**src/rtl/jump_control.sv**
```systemverilog
// ---------------------------------------------------------------------------
// jump_control
//
// Redirect controller on the consumer side of the fetch stage. It decodes the
// instruction word returned by the fetch stage and drives the stage's redirect
// mux (pc_mux_sel / jmp_loc) and its hold input (stall). It handles
// unconditional jumps, flag-conditional jumps, CALL/RET through an internal
// return-address stack, and HLT.
//
// Ports:
//   clk             system clock, all state updates on the rising edge
//   reset           synchronous, active-high; clears all state
//   ins_pm          instruction word for the address presented one cycle ago
//   current_address address the fetch stage presents to memory this cycle
//   stall_in        downstream hazard stall; suppresses decode this cycle
//   zero_flag       ALU zero flag, aligned with ins_pm
//   carry_flag      ALU carry flag, aligned with ins_pm
//   pc_mux_sel      1 = fetch stage loads jmp_loc this cycle
//   jmp_loc         redirect target
//   stall           holds the fetch stage program counter
//   halted          HLT has been executed
//   stack_err       sticky return-stack overflow/underflow flag
// ---------------------------------------------------------------------------
module jump_control #(
    parameter int ADDR_W      = 8,
    parameter int INS_W       = 20,
    parameter int STACK_DEPTH = 4
) (
    input  logic              clk,
    input  logic              reset,
    input  logic [INS_W-1:0]  ins_pm,
    input  logic [ADDR_W-1:0] current_address,
    input  logic              stall_in,
    input  logic              zero_flag,
    input  logic              carry_flag,
    output logic              pc_mux_sel,
    output logic [ADDR_W-1:0] jmp_loc,
    output logic              stall,
    output logic              halted,
    output logic              stack_err
);

    localparam int PTR_W = $clog2(STACK_DEPTH);
    localparam int SP_W  = PTR_W + 1;
    localparam logic [SP_W-1:0] SP_FULL = SP_W'(STACK_DEPTH);

    localparam logic [4:0] OP_JMP  = 5'b11000;
    localparam logic [4:0] OP_JZ   = 5'b11001;
    localparam logic [4:0] OP_JNZ  = 5'b11010;
    localparam logic [4:0] OP_JC   = 5'b11011;
    localparam logic [4:0] OP_JNC  = 5'b11100;
    localparam logic [4:0] OP_CALL = 5'b11101;
    localparam logic [4:0] OP_RET  = 5'b11110;
    localparam logic [4:0] OP_HLT  = 5'b11111;

    typedef enum logic {
        ST_RUN  = 1'b0,
        ST_HALT = 1'b1
    } state_t;

    state_t            state_q, state_d;
    logic [ADDR_W-1:0] ins_addr_q, ins_addr_d;
    logic [SP_W-1:0]   sp_q, sp_d;
    logic [ADDR_W-1:0] stack_q [STACK_DEPTH];
    logic [ADDR_W-1:0] stack_d [STACK_DEPTH];
    logic              stack_err_q, stack_err_d;

    logic [4:0]        opcode;
    logic [ADDR_W-1:0] target;
    logic [ADDR_W-1:0] ret_addr;
    logic [PTR_W-1:0]  push_idx;
    logic [PTR_W-1:0]  top_idx;
    logic              dec_en;
    logic              unused_ins_bits;

    assign opcode          = ins_pm[INS_W-1:INS_W-5];
    assign target          = ins_pm[ADDR_W-1:0];
    assign unused_ins_bits = ^ins_pm[INS_W-6:ADDR_W];

    // ins_addr is the address of the word now on ins_pm, so the return
    // address is simply the next sequential address (wraps at the top).
    assign ret_addr = ins_addr_q + ADDR_W'(1);
    assign push_idx = sp_q[PTR_W-1:0];
    assign top_idx  = push_idx - PTR_W'(1);

    assign dec_en = (state_q == ST_RUN) && !stall_in && !reset;

    // Every output reads zero while reset is asserted.
    assign stall     = !reset && ((state_q == ST_HALT) || stall_in);
    assign halted    = !reset && (state_q == ST_HALT);
    assign stack_err = !reset && stack_err_q;

    always_comb begin
        // NOTE: every signal written here gets a default first, so no path
        // leaves it unassigned and no latch is inferred.
        state_d     = state_q;
        sp_d        = sp_q;
        stack_d     = stack_q;
        stack_err_d = stack_err_q;
        ins_addr_d  = stall ? ins_addr_q : current_address;
        pc_mux_sel  = 1'b0;
        jmp_loc     = '0;

        if (dec_en) begin
            unique case (opcode)
                OP_JMP: begin
                    pc_mux_sel = 1'b1;
                    jmp_loc    = target;
                end
                OP_JZ, OP_JNZ, OP_JC, OP_JNC: begin
                    jmp_loc = target;
                    unique case (opcode)
                        OP_JZ:   pc_mux_sel = zero_flag;
                        OP_JNZ:  pc_mux_sel = !zero_flag;
                        OP_JC:   pc_mux_sel = carry_flag;
                        default: pc_mux_sel = !carry_flag;
                    endcase
                    if (!pc_mux_sel) begin
                        jmp_loc = '0;
                    end
                end
                OP_CALL: begin
                    // The call is always taken; only the push is dropped
                    // when the stack is already full.
                    pc_mux_sel = 1'b1;
                    jmp_loc    = target;
                    if (sp_q == SP_FULL) begin
                        stack_err_d = 1'b1;
                    end else begin
                        stack_d[push_idx] = ret_addr;
                        sp_d              = sp_q + SP_W'(1);
                    end
                end
                OP_RET: begin
                    if (sp_q == '0) begin
                        stack_err_d = 1'b1;
                    end else begin
                        pc_mux_sel = 1'b1;
                        jmp_loc    = stack_q[top_idx];
                        sp_d       = sp_q - SP_W'(1);
                    end
                end
                OP_HLT: begin
                    state_d = ST_HALT;
                end
                default: begin
                end
            endcase
        end
    end

    always_ff @(posedge clk) begin
        // NOTE: state registers use non-blocking assignments so every flop
        // samples pre-edge values regardless of statement order.
        if (reset) begin
            state_q     <= ST_RUN;
            ins_addr_q  <= '0;
            sp_q        <= '0;
            stack_err_q <= 1'b0;
            // NOTE: the stack is a handful of flops, not a RAM macro, so it
            // is cleared on reset to give a known return address state.
            for (int i = 0; i < STACK_DEPTH; i++) begin
                stack_q[i] <= '0;
            end
        end else begin
            state_q     <= state_d;
            ins_addr_q  <= ins_addr_d;
            sp_q        <= sp_d;
            stack_err_q <= stack_err_d;
            stack_q     <= stack_d;
        end
    end

endmodule

```
**config.mk**
```make
export PLATFORM = sky130hd
export DESIGN_NAME = jump_control
export DESIGN_NICKNAME = d
export VERILOG_FILES = /design/src/rtl/jump_control.sv
export SDC_FILE = /design/constraint.sdc
export NUM_CORES = 1
export LEC_CHECK = 0
export CORE_MARGIN = 1.5
export CORE_UTILIZATION = 52
export CTS_CLUSTER_DIAMETER = 200
export DETAILED_ROUTE_END_ITERATION = 8
export GPL_ROUTABILITY_DRIVEN = 0
export PLACE_DENSITY = 0.8
export SYNTH_ARGS = -nofsm -noshare
export SYNTH_HDL_FRONTEND = slang
export SYNTH_SLANG_ARGS = --single-unit
```
**constraint.sdc**
```tcl
create_clock -name clk -period 2.6 [get_ports clk]
set_clock_uncertainty 0.2 [all_clocks]
set_input_delay 0.39 -clock clk [delete_from_list [all_inputs] [get_ports clk]]
set_output_delay 0.39 -clock clk [all_outputs]
set_load 0.01 [all_outputs]
```
==> run summary <==
The DRC violation count after routing is 0, and the sequential area share after synthesis is 38.2%. Clock tree synthesis inserted a total of 5 buffers. The vertical die dimension works out to 70.3 µm. The initial antenna violation count is 0, and the number of global-route vias before repair is 1829. The latest clock arrival within the worst-skew pair is 0.30 ns, and the time the worst path needs with I/O delays and setup is 2.50 ns. Traced cell by cell, the critical path runs through clkdlybuf4s50_1, nor3_4, and3_4, nand3_1, buf_4, o31ai_1, clkbuf_2. The min-delay analysis places its worst path in the category reg2reg. At the end of the flow, the number of nets in the layout was 327.

After synthesis the cells add up to 2360 µm². The flow ran to the end, and the final reports show no timing, DRC or antenna violations. The area of the placeable core came out at 4350 µm².

Dividing the detail-routed via count by the number of cells gives 5.57. In this design, the largest share of critical-path delay is due to buffers and inverters. Type of the worst setup path: in2out. The layout has 331 filler cells. The total of endpoints with negative setup slack in the final report came out at 0.

TritonCTS built the clock tree. The number of nets handed over by synthesis was 272. The tools report the gate count after technology mapping as 233. The number of distinct library cells after synthesis was 41. The initial core utilization is 54.2%.

The largest single stage delay on the critical path is 0.48 ns. The total of flip-flops plus latches after synthesis was 45; the number of buffers between clock root and the deepest sink was 2. In this run the tightest slew margin relative to its limit is 69.6%. Count of non-filler cells in the finished layout: 341. For this run, the leading register cell type out of synthesis is sky130_fd_sc_hd__dfxtp_1. The area growth from synthesis to layout is 29.8%. In this run the number of H-tree levels came out at 2. The transition time at the pin with the least slew margin is 0.453 ns, and the number of cell rows is 24.

Of the cells placed in the final design, the portion with a size suffix greater than 1 is 24.2%. Max-cap violations in this run came to 0. The tools report the placed wire-length estimate as 3.89 mm. In this run the worst path has a maximum fanout of 6.

The final hold violation count came out at 0. For this design, the slowest cell found on the critical path is sky130_fd_sc_hd__clkdlybuf4s50_1. The share of async-settable or async-resettable flops after synthesis is 0%, and the clock slew at the register clock pins of the worst setup and hold paths is 0.08 ns. The logs give 23.0% for the total global routing track utilization and 45 for the I/O pin count.

The finished cells cover 3060 µm². Setup repair after global routing left no endpoint under its margin. The cell at the root of the clock tree is sky130_fd_sc_hd__clkbuf_8.

The number of iterations in the first detailed-routing pass came out at 4. In this run, synthesis inferred 0 flip-flops with an integrated enable. For the worst setup path, the data required time is 2.01 ns.

The worst setup path is launched from an input pin. For this design the ratio of total power to cell area is 449 nW/µm². Measured on the finished design, the core utilization comes to 70.3%. The overall die area is 4950 µm², and the count of vias placed by the detailed router is 1899.

Including well taps, the total number of placed cells is 333. The repair_antennas step left the layout with diodes totalling 0. Static timing analysis puts the maximum clock frequency at 401 MHz.

After layout, the worst path uses 96.0% of the clock period. The clock net in this run drives a total of 45 sinks. The mean instance size in the synthesized netlist came out at 10.1 µm².

Counting both buffers and inverters, the worst setup path holds a total of 3. The first global-routing pass estimated 9.02 mm of wire. During synthesis, Yosys emitted a total of 0 warnings.

STA classifies the critical path endpoint as an output pin. The multi-input logic area is 1390 µm². Registers take 901 µm². The tools report the total power as 1.38 mW. The final layout contains routed wiring with a total length of 5.33 mm. In this run the horizontal extent of the chip is 70.3 µm. The detailed router finished its first iteration with 121 violations. The highest ir drop seen on vdd was 380 µV. The count of buffers inserted at the top-level ports was 37; the final worst hold slack was 0.294 ns.

The placed instances occupy a cell area of 2920 µm². For the worst setup path, the data arrival time is 1.91 ns. Leakage power: 1.11 nW. The run gives 0 as the final count of pins violating max slew.

The count of nets left with antenna violations once routing finished came out at 0. Dividing the detail-routed wire length by the instance count gives 15.6 µm. The pin count of the biggest net entering global routing came out at 44.

The global route total overflow came out at 0.
## tightest hold or removal path, stage by stage, from the launching register on
cell                      delay, ns
sky130_fd_sc_hd__dfxtp_1       0.33
sky130_fd_sc_hd__mux2i_1       0.06
sky130_fd_sc_hd__nor2_1        0.07
## Yosys cell counts, types with 2 or more instances
master,number,area [µm²]
sky130_fd_sc_hd__xor2_1,3,26.3
sky130_fd_sc_hd__a21bo_2,3,30.0
sky130_fd_sc_hd__buf_2,2,10.0
sky130_fd_sc_hd__nor3_1,4,20.0
sky130_fd_sc_hd__a211oi_1,12,90.1
sky130_fd_sc_hd__ha_1,5,62.6
sky130_fd_sc_hd__nor4_4,4,85.1
sky130_fd_sc_hd__xnor2_1,3,26.3
sky130_fd_sc_hd__buf_6,4,45.0
sky130_fd_sc_hd__nor2b_1,6,37.5
sky130_fd_sc_hd__a21oi_1,3,15.0
sky130_fd_sc_hd__nand2b_1,4,25.0
sky130_fd_sc_hd__o21ai_0,2,10.0
sky130_fd_sc_hd__a22o_1,9,78.8
sky130_fd_sc_hd__inv_1,12,45.0
sky130_fd_sc_hd__mux4_2,8,180
sky130_fd_sc_hd__nor2_1,36,135
sky130_fd_sc_hd__and3_1,4,25.0
sky130_fd_sc_hd__dfxtp_1,45,901
sky130_fd_sc_hd__nand4_1,2,12.5
sky130_fd_sc_hd__clkbuf_1,7,26.3
sky130_fd_sc_hd__nand3_1,8,40.0
sky130_fd_sc_hd__mux2i_1,21,210
sky130_fd_sc_hd__nand2_1,2,7.51
sky130_fd_sc_hd__o2bb2ai_1,8,70.1
## worst paths after layout
| check | cells after the start | to | start | slack, ns |
|---|---|---|---|---|
| max | 7 | pc_mux_sel | reset | 0.10 |
| min | 2 | stack_q[17] | stack_q[17] | 0.29 |
| max reg2reg | 8 | stack_q[24] | sp_q[0] | 0.60 |
| min reg2reg | 2 | stack_q[17] | stack_q[17] | 0.29 |
## area by class of cell
cell class              count  area share (%)
multi-input cells         162            45.5
flip-flops and latches     45            29.4
repair buffers             62            18.0
clock buffers               7            3.15
well taps                  52            2.13
inverters                  12            1.47
clock inverters             1           0.286
## report_power, final
part | leakage [nW] | switching (mW) | total, mW | internal [mW]
Combinational | 0.689 | 0.0836 | 0.168 | 0.0845
Clock | 0.0549 | 0.247 | 0.492 | 0.246
Sequential | 0.364 | 0.0154 | 0.715 | 0.700
## layout by cell type, fill, tap and decap left out, drive strengths merged, types with 2 or more instances in the layout
master / netlist / layout
dlygate4sd2: 0 / 2
clkbuf: 7 / 16
inv: 12 / 13
dfxtp: 45 / 45
o21ai: 2 / 2
nor3: 5 / 5
nand3: 9 / 9
mux2i: 21 / 21
mux4: 8 / 8
nand4: 2 / 2
clkdlybuf4s50: 0 / 26
a21oi: 3 / 3
buf: 7 / 25
xnor2: 3 / 3
a211oi: 12 / 12
a22o: 9 / 9
o2bb2ai: 8 / 8
ha: 5 / 5
nand2b: 4 / 4
nand2: 2 / 2
or3: 2 / 2
nor4: 4 / 4
nor2b: 6 / 6
a21bo: 3 / 3
nor2: 36 / 36
xor2: 3 / 3
and3: 4 / 4
## flip-flops by register name (all words and copies together) (netlist names)
signal       flops
stack_err_q      1
stack_q         32
sp_q             3
state_q          1
ins_addr_q       8
## layer usage
| layer | track usage, % | part of all wire (%) | up-vias |
|---|---|---|---|
| li1 | - | - | 954 |
| met1 | 30.4 | 47 | 914 |
| met2 | 37.9 | 49 | 25 |
| met3 | 4.76 | 2.7 | 6 |
| met4 | 6.84 | 1.3 | 0 |
| met5 | 0 | 0 | - |
## kinds of logic after synthesis
logic type               after synthesis  synth area share (%)
AND/OR/NAND/NOR                       76                  18.7
buffers and inverters                 26                  5.68
flip-flops                            45                  38.2
multiplexers                          29                  16.6
AO/OA/AOI/OAI                         45                  15.2
adder cells (fa/ha/maj)                6                  3.50
XOR/XNOR                               6                  2.23
## stage by stage
step | setup slack (ns) | setup TNS [ns]
after floorplan | 0.206 | 0
after global placement | -0.347 | -3.22
after detailed placement | -0.349 | -3.50
after CTS | 0.0157 | 0
after global routing | 0.0106 | 0
final | 0.103 | 0
## timing repair
item / 4_1_cts / 5_1_grt
setup endpoints to repair: 9 / 10
resized for setup: 27 / 16
pin swaps: 2 / 2
setup buffers: 1 / 0
hold buffers: 0 / 0
Note: power is estimated with default switching activity, not from simulation.
